<file path="src/rtl/rv_mem_arbiter_pkg.sv">
// rtl/rv_mem_arbiter_pkg.sv - shared constants and types for the rv_core memory arbiter
package rv_mem_arbiter_pkg;

  // Widths and depths of the core's memory map.
  localparam int DATA_WIDTH = 32;
  localparam int ROM_DEPTH  = 1024;

  // Default memory read latency (legal 1..4) and starvation limit (legal 1..15).
  localparam int MEM_LAT_DEF    = 1;
  localparam int STARVE_MAX_DEF = 4;

  // Port-id encoding carried through the owner pipe.
  localparam logic PORT_IF = 1'b1;
  localparam logic PORT_D  = 1'b0;

  // Which requester owns the memory this cycle.
  typedef enum logic [1:0] {
    GNT_NONE = 2'd0,
    GNT_IF   = 2'd1,
    GNT_D    = 2'd2
  } gnt_sel_e;

endpackage

</file>
<file path="src/rtl/rv_arb_owner_pipe.sv">
// rtl/rv_arb_owner_pipe.sv - MEM_LAT-deep shift register tracking the owner of each read in flight
//
// Ports:
//   clk, rstn        clock, asynchronous active-low reset (clears every stage)
//   in_valid         a read was granted this cycle
//   in_port          port id of that read (PORT_IF / PORT_D)
//   out_valid        the read leaving the tail returns data this cycle
//   out_port         port id of the returning read
module rv_arb_owner_pipe #(
  parameter int MEM_LAT = 1
) (
  input  logic clk,
  input  logic rstn,
  input  logic in_valid,
  input  logic in_port,
  output logic out_valid,
  output logic out_port
);

  logic [MEM_LAT-1:0] valid_q;
  logic [MEM_LAT-1:0] port_q;

  always_ff @(posedge clk or negedge rstn) begin
    if (!rstn) begin
      valid_q <= '0;
      port_q  <= '0;
    end else begin
      valid_q[0] <= in_valid;
      port_q[0]  <= in_port;
      for (int i = 1; i < MEM_LAT; i++) begin
        valid_q[i] <= valid_q[i-1];
        port_q[i]  <= port_q[i-1];
      end
    end
  end

  assign out_valid = valid_q[MEM_LAT-1];
  assign out_port  = port_q[MEM_LAT-1];

endmodule

</file>
<file path="src/rtl/rv_mem_arbiter.sv">
// rtl/rv_mem_arbiter.sv - shares one single-port memory between rv_core fetch and data ports
//
// Ports:
//   clk, rstn                          clock, asynchronous active-low reset
//   if_req_i/if_addr_i                 fetch read request
//   if_gnt_o/if_rvalid_o/if_rdata_o    fetch grant and in-order read return
//   d_req_i/d_we_i/d_be_i/d_addr_i/d_wdata_i   load/store request
//   d_gnt_o/d_rvalid_o/d_rdata_o       data grant and in-order read return
//   mem_en_o/mem_we_o/mem_be_o/mem_addr_o/mem_wdata_o   memory command
//   mem_rdata_i                        memory read data, MEM_LAT cycles after the grant edge
module rv_mem_arbiter
  import rv_mem_arbiter_pkg::*;
#(
  parameter int DATA_W     = DATA_WIDTH,
  parameter int ADDR_W     = $clog2(ROM_DEPTH),
  parameter int MEM_LAT    = MEM_LAT_DEF,
  parameter int STARVE_MAX = STARVE_MAX_DEF
) (
  input  logic                clk,
  input  logic                rstn,
  input  logic                if_req_i,
  input  logic [ADDR_W-1:0]   if_addr_i,
  output logic                if_gnt_o,
  output logic                if_rvalid_o,
  output logic [DATA_W-1:0]   if_rdata_o,
  input  logic                d_req_i,
  input  logic                d_we_i,
  input  logic [DATA_W/8-1:0] d_be_i,
  input  logic [ADDR_W-1:0]   d_addr_i,
  input  logic [DATA_W-1:0]   d_wdata_i,
  output logic                d_gnt_o,
  output logic                d_rvalid_o,
  output logic [DATA_W-1:0]   d_rdata_o,
  output logic                mem_en_o,
  output logic                mem_we_o,
  output logic [DATA_W/8-1:0] mem_be_o,
  output logic [ADDR_W-1:0]   mem_addr_o,
  output logic [DATA_W-1:0]   mem_wdata_o,
  input  logic [DATA_W-1:0]   mem_rdata_i
);

  localparam logic [3:0] STARVE_LIM = 4'(STARVE_MAX);

  gnt_sel_e   sel;
  logic [3:0] starve_cnt;
  logic       pipe_in_valid;
  logic       pipe_in_port;
  logic       ret_valid;
  logic       ret_port;

  // Data wins unless fetch has already waited through STARVE_MAX data grants.
  // Grants are gated by rstn so every output is 0 while reset is held.
  always_comb begin
    sel = GNT_NONE;
    if (rstn) begin
      if (d_req_i && !(if_req_i && starve_cnt == STARVE_LIM)) begin
        sel = GNT_D;
      end else if (if_req_i) begin
        sel = GNT_IF;
      end
    end
  end

  always_ff @(posedge clk or negedge rstn) begin
    if (!rstn) begin
      starve_cnt <= '0;
    end else if (!if_req_i || sel == GNT_IF) begin
      starve_cnt <= '0;
    end else if (sel == GNT_D && starve_cnt != STARVE_LIM) begin
      starve_cnt <= starve_cnt + 4'd1;
    end
  end

  assign if_gnt_o = (sel == GNT_IF);
  assign d_gnt_o  = (sel == GNT_D);

  always_comb begin
    mem_en_o    = 1'b0;
    mem_we_o    = 1'b0;
    mem_be_o    = '0;
    mem_addr_o  = '0;
    mem_wdata_o = '0;
    case (sel)
      GNT_IF: begin
        mem_en_o   = 1'b1;
        mem_be_o   = '1;
        mem_addr_o = if_addr_i;
      end
      GNT_D: begin
        mem_en_o    = 1'b1;
        mem_we_o    = d_we_i;
        mem_be_o    = d_be_i;
        mem_addr_o  = d_addr_i;
        mem_wdata_o = d_wdata_i;
      end
      default: ;
    endcase
  end

  // Writes complete at grant, so only reads occupy a pipe slot.
  assign pipe_in_valid = (sel == GNT_IF) || (sel == GNT_D && !d_we_i);
  assign pipe_in_port  = (sel == GNT_IF) ? PORT_IF : PORT_D;

  rv_arb_owner_pipe #(
    .MEM_LAT (MEM_LAT)
  ) u_owner_pipe (
    .clk       (clk),
    .rstn      (rstn),
    .in_valid  (pipe_in_valid),
    .in_port   (pipe_in_port),
    .out_valid (ret_valid),
    .out_port  (ret_port)
  );

  assign if_rvalid_o = ret_valid && (ret_port == PORT_IF);
  assign d_rvalid_o  = ret_valid && (ret_port == PORT_D);
  assign if_rdata_o  = if_rvalid_o ? mem_rdata_i : '0;
  assign d_rdata_o   = d_rvalid_o  ? mem_rdata_i : '0;

endmodule

</file>
<file path="config.mk">
export PLATFORM = sky130hd
export DESIGN_NAME = rv_mem_arbiter
export DESIGN_NICKNAME = d
export VERILOG_FILES = /design/src/rtl/rv_mem_arbiter_pkg.sv /design/src/rtl/rv_arb_owner_pipe.sv /design/src/rtl/rv_mem_arbiter.sv
export SDC_FILE = /design/constraint.sdc
export NUM_CORES = 1
export LEC_CHECK = 0
export CELL_PAD_IN_SITES_DETAIL_PLACEMENT = 0
export CELL_PAD_IN_SITES_GLOBAL_PLACEMENT = 2
export CORE_ASPECT_RATIO = 1.75
export CORE_MARGIN = 2
export CORE_UTILIZATION = 10
export CTS_BUF_LIST = sky130_fd_sc_hd__clkbuf_8 sky130_fd_sc_hd__clkbuf_16
export CTS_CLUSTER_DIAMETER = 30
export CTS_CLUSTER_SIZE = 25
export DETAILED_ROUTE_END_ITERATION = 6
export GPL_ROUTABILITY_DRIVEN = 0
export PLACE_DENSITY = 0.95
export SLEW_MARGIN = 20
export SYNTH_ARGS = -nofsm -noshare
export SYNTH_HDL_FRONTEND = slang
export SYNTH_HIERARCHICAL = 1
export SYNTH_SLANG_ARGS = --single-unit
</file>
<file path="constraint.sdc">
create_clock -name clk -period 2.2 [get_ports clk]
set_input_delay 0.33 -clock clk [delete_from_list [all_inputs] [get_ports clk]]
set_output_delay 0.33 -clock clk [all_outputs]
set_load 0.02 [all_outputs]
</file>
* After elaboration in Yosys (flattened, before gate mapping)
Index checks and enable logic that the tools add are counted.
** Storage, ports and cells
- Register bits after elaboration :: 6
- Latch bits :: 0
- Memory bits (writable) :: 0
- Bits in read-only memories :: 0
- Input bits :: 93
- Output and inout bits :: 116
- Word-level logic and storage cells :: 35
- Memories :: 0
** Operators by class
- Add/sub/neg operators :: 1
- Multiply operators :: 0
- Divide/modulo/power cells :: 0
- Order comparisons :: 0
- Equal/unequal tests :: 4
- Shift operators :: 0
- Muxes and demuxes :: 13
- Bitwise logic cells :: 1
- Reduce and logical (&&, ||, !) cells :: 13
** Operator list (count)
- $mux W32 :: 3
- $pmux W10 S2 :: 1
- $mux W4 :: 2
- $pmux W4 S2 :: 1
- $logic_and A1 B1 Y1 :: 6
- $add A4 B1 Y4 const B :: 1
- $eq A4 B3 Y1 const B :: 1
- $mux W1 :: 4
- $mux W2 :: 2
- $ne A4 B3 Y1 const B :: 1
- $logic_not A1 Y1 :: 3
- $eq A2 B1 Y1 const B :: 1
- $eq A2 B2 Y1 const B :: 1
- $logic_or A1 B1 Y1 :: 2
- $reduce_bool A2 Y1 :: 1
- $reduce_or A2 Y1 :: 1
- $not A1 Y1 :: 1

* Logic depth before layout (Yosys ltp)
- Depth in word-level cells :: 10
- Gate-level depth with buffers :: 10
- Depth with buffers taken out :: 9

* By module
The synthesis kept the hierarchy.
** By module, submodules not included
- rv_mem_arbiter :: instances 1, cells an instance 182, area an instance 1156.1 um^2, sequential area each 100.1 um^2
- rv_arb_owner_pipe :: instances 1, cells an instance 2, area an instance 50.0 um^2, sequential area each 50.0 um^2

* Worst setup path after synthesis
No wires, ideal clock.
- Kind :: register to output
- Start :: reg starve_cnt[0]
- End :: out mem_addr_o[1]
- Arrival time :: 2.238 ns
- Required time :: 1.870 ns
- Setup slack :: -0.368 ns
- Stages on the path, launching flop included :: 11
- Buffers on the path :: 2
- Cell sequence :: dfrtp_1 -> inv_1 -> ha_1 -> nand3b_1 -> or2_2 -> nand3_1 -> ha_1 -> buf_2 -> buf_1 -> a22oi_1 -> nor2_1
** Between the ends
- Longest elaborated chain between the ends :: 8
- Elaborated cells between the ends (all ways) :: 9
- Classes of those cells :: 3 x eq/ne; 3 x mux; 3 x reduce/logical
** RTL lines
- from (decl) :: RTL line rv_mem_arbiter.sv:45 : logic [3:0] starve_cnt;
- from (signal assigned) :: RTL line rv_mem_arbiter.sv:70 : starve_cnt <= starve_cnt + 4'd1;
- $eq A4 B3 Y1 :: RTL line rv_mem_arbiter.sv:56 : if (d_req_i && !(if_req_i && starve_cnt == STARVE_LIM)) begin
- $logic_and A1 B1 Y1 :: RTL line rv_mem_arbiter.sv:56
- $logic_not A1 Y1 :: RTL line rv_mem_arbiter.sv:56
- $logic_and A1 B1 Y1 :: RTL line rv_mem_arbiter.sv:56
- $mux W2 :: RTL line rv_mem_arbiter.sv:56
- $mux W2 :: RTL line rv_mem_arbiter.sv:55 : if (rstn) begin
- $eq A2 B1 Y1
- via if_gnt_o :: RTL line rv_mem_arbiter.sv:23 : output logic if_gnt_o,
- $pmux W10 S2 :: RTL line rv_mem_arbiter.sv:83 : case (sel)
- to (decl) :: RTL line rv_mem_arbiter.sv:37 : output logic [ADDR_W-1:0] mem_addr_o,
The timed path passes the listed nets, and every way through them passes these cells.

* Final worst setup path
- Start :: reg starve_cnt[1]
- End :: out mem_addr_o[2]
** Between the ends
- Longest elaborated chain between the ends :: 8
- Elaborated cells between the ends (all ways) :: 9
- Classes of those cells :: 3 x eq/ne; 3 x mux; 3 x reduce/logical
** RTL lines (RTL line)
- $eq A4 B3 Y1 (*) :: rv_mem_arbiter.sv:56
- $logic_and A1 B1 Y1 (*) :: rv_mem_arbiter.sv:56
- $logic_not A1 Y1 (*) :: rv_mem_arbiter.sv:56
- $logic_and A1 B1 Y1 (*) :: rv_mem_arbiter.sv:56
- $mux W2 (*) :: rv_mem_arbiter.sv:56
- $mux W2 (*) :: rv_mem_arbiter.sv:55
- $eq A2 B2 Y1 or $eq A2 B1 Y1 (tied branches) :: rv_mem_arbiter.sv:83
- $pmux W10 S2 (*) :: rv_mem_arbiter.sv:83
Every way passes the cells marked *; elsewhere a longest branch is shown, timed or not.

==> results list <==
* Relative slew margins: 0.805
- Clock skew on the completed layout was measured at 4.46 ps.
- Antenna violations before repair: 0
- After detailed routing, the average wire length per cell comes to 14.9 µm.
- Overflow left after global routing: 0
* FF-to-FF path depth: 9
- Portion of the clock cycle consumed by the worst path in the final layout: 1.09
- Total of max-cap violations: 0
* Worst-skew pair later-pin latency: 230 ps
* Transition time at the pin with the least slew margin: 293 ps
- STA classifies the critical path startpoint as a register.
- Of the post-synthesis cell area, the dominant cell type holds 0.342.
* Total count of max-transition violations in the final report: 0
- Highest clock rate: 418 MHz
* Num Clock Sinks: 6
- After detailed placement, the design holds a cell count of 525.
- The number of global-route vias before repair is 2,135.
* Crit path setup slack, layout: -195 ps
* Total Wirelength: 8.11 mm
- In the routed design, unresolved DRC markers number 0.
* Peak ir drop on the vdd network: 0.260 mV
- Timing startpoint of the critical path: starve_cnt[1]
* Initial core utilization: 0.102
- For this design the static power due to leakage is 1.77 nW.
* Pin count of the biggest net entering global routing: 34
- The die covers 13,000 µm².
- Average vias per placed instance: 4.10
* Post-Synthesis Mean Instance Area: 6.56 µm²
- In this design, the stage delay of the slowest critical-path cell is 360 ps.
- In this run the critical register-to-register path is captured at starve_cnt[3].
- Setup total negative slack on the finished layout was measured at -7420 ps.
- Outcome: finished with violations
- In this design, the critical path's most frequently occurring cell is buf_6.
- Detailed placement finished with a half-perimeter wire length of 6.10 mm.
- Detailed routing inserted a total of 2,232 vias.
- Synthesis inferred 6 register bits.
- Clock slew at reported path FFs: 40 ps
* Buffers plus inverters on the worst setup path: 3
- In the post-synthesis netlist, the biggest area contributors are and2_1 (34%), and3_1 (17%), dfrtp_1 (12%).
- Iter 0 DRT Violations: 57
* CTS Root Cell: clkbuf_16
* Power consumption: 1.08 mW
* Final Hold Vio Count: 0
* Floorplan die width: 87.0 µm
* Critical path depth: 10
* Gate family responsible for the most delay along the worst path: simple AND/OR/NAND/NOR gates
- Counting I/O delays and the setup requirement, the final critical path takes 2390 ps.
* Placeable core area: 11,900 µm²
- R2R Path Start: starve_cnt[1]
- The number of different library cells used by synthesis comes to 26.
- Number of buffers inserted during clock tree synthesis: 3
- Setup violations remaining at the end of the flow were counted as 48.
- Crit path kind: register to output port
- Violated checks: setup timing
- Reg-to-reg slack, setup: 210 ps
* Area growth syn-to-layout: 236%
- Top cell type by total area after synthesis: and2_1
- Row generation in the floorplan step produced 53 rows.
* Antenna cells: 0
* First-pass GRT wire length: 11.1 mm
- Counting every net in the synthesized netlist gives 282.
* Layout cells sized above 1: 0.348
* Endpoint class of the critical path: output port
- For the worst setup path, the data required time is 1870 ps.
* Maximum fanout along the worst path: 5
* Worst setup path end: mem_addr_o[2]
* Worst Setup Slack post-DPL: -711 ps
* Share of the yosys chip area belonging to registers: 0.124
* Power density of the placed cells: 267 nW/µm²
- The first detailed-routing pass took 4 iterations.
- CTS tree: built
* Setup repair after global routing missed its margin: yes
- Once detail routing completed, the nets flagged for antenna violations numbered 0.
- Walking the worst path, the cells encountered are inv_1 -> ha_2 -> nand3b_1 -> or2_4 -> and3_4 -> ha_4 -> buf_6 -> a22oi_2 -> nor2_4 -> buf_6.
- In this run the worst hold path is classified as primary input to asynchronous set/reset pin.
* H-tree depth: 1
- Synthesis produced a netlist whose cell count is 184.
- Longest Clk Path Bufs: 2
* Data arrival at the endpoint of the critical path: 2060 ps
* Top-Level Pins: 209
* Final nets: 508
* Overall global routing resource usage: 0.108
- Excluding fillers, the count of instances in the completed layout stands at 545.
- Die span in y: 149 µm
* Post-synth design cell area: 1210 µm²
- Cell with the largest stage delay on the worst path: dfrtp_1
- The Yosys step of the flow raised 6 warnings.
- PortBufs: 208
==> state kept, by name (all words and copies together), names as in the netlist <==
name / count
u_owner_pipe/out_port: 1
u_owner_pipe/out_valid: 1
starve_cnt: 4
==> timing repair <==
action	in CTS	in global routing
buffers inserted	12	2
gates resized for setup	270	56
pin swaps	7	8
setup endpoints to repair	50	50
cloned	1	2
hold buffers	0	0
==> synth_stat cells, drive strengths merged <==
| cell type | number |
|---|---|
| and2 | 66 |
| and3 | 34 |
| clkbuf | 15 |
| nor2 | 15 |
| a22oi | 10 |
| a21oi | 6 |
| dfrtp | 6 |
| inv | 6 |
| ha | 5 |
| nand2 | 5 |
| nand3 | 3 |
| buf | 2 |
| a21o | 1 |
| a2bb2oi | 1 |
| a31oi | 1 |
| mux2 | 1 |
| nand3b | 1 |
| nor2b | 1 |
| o21ai | 1 |
| o32ai | 1 |
| or2 | 1 |
| or3 | 1 |
| or4 | 1 |
==> logic make-up (layout without fill, tap and decap cells) <==
logic type      after synthesis  after routing  synth area share
flops                         6              6             0.124
buf+inv                      23            247            0.0726
compound gates               21             21             0.117
mux                           1              1           0.00934
simple gates                128            128             0.624
fa+ha+maj                     5              5            0.0519
==> power by group <==
group	switching (mW)	leakage [nW]	internal (mW)
Sequential	0.00216	0.0814	0.116
Combinational	0.280	1.65	0.387
Clock	0.0637	0.0370	0.233
Total	0.346	1.77	0.736
==> layer usage <==
| metal | up-vias | global-route usage | share of wire |
|---|---|---|---|
| li1 | 1063 | - | - |
| met3 | 10 | 0.0210 | 0.098 |
| met2 | 133 | 0.230 | 0.57 |
| met4 | 0 | 0.0250 | 0.015 |
| met1 | 1026 | 0.0971 | 0.32 |
| met5 | - | 0 | 0 |
==> worst min path at each step <==
stage	cells after the start	to	slack, ps
6_report	2	starve_cnt[3]	500
5_1_grt	2	starve_cnt[3]	520
4_1_cts	2	starve_cnt[3]	480
3_5_place_dp	3	starve_cnt[3]	620
3_3_place_gp	3	starve_cnt[3]	600
2_1_floorplan	0	starve_cnt[0]	30
==> cell type report <==
type	instances	area [µm²]
Inverter	6	22.5
Multi-Input combinational cell	155	1220
Tap cell	137	171
Fill cell	1210	7820
Timing Repair Buffer	238	2410
Clock buffer	3	75.1
Sequential cell	6	150
==> placed cells by master (no fill, tap or decap), types with 2 or more instances in the layout <==
cell,synthesis,layout
inv_2,1,2
inv_1,5,4
clkdlybuf4s50_1,0,158
buf_2,1,12
and3_1,32,32
ha_4,0,3
a21oi_1,6,2
and2_4,0,22
buf_6,0,40
nand2_1,5,5
a21oi_2,0,3
dfrtp_1,6,6
a22oi_1,10,2
a22oi_2,0,8
nand3_1,3,2
nor2_1,15,3
nor2_4,0,11
and2_1,66,44
buf_4,0,20
buf_12,0,5
clkbuf_16,0,5
==> through the flow <==
step | util | area (µm²) | hold slack [ps]
after floorplan | - | 1390 | 34.4
after global placement | 0.307 | 3640 | 599
after detailed placement | 0.307 | 3640 | 622
after CTS | 0.323 | 3840 | 476
after global routing | 0.341 | 4050 | 521
final | 0.341 | 4050 | 504
Note: power is estimated with default switching activity, not from simulation.
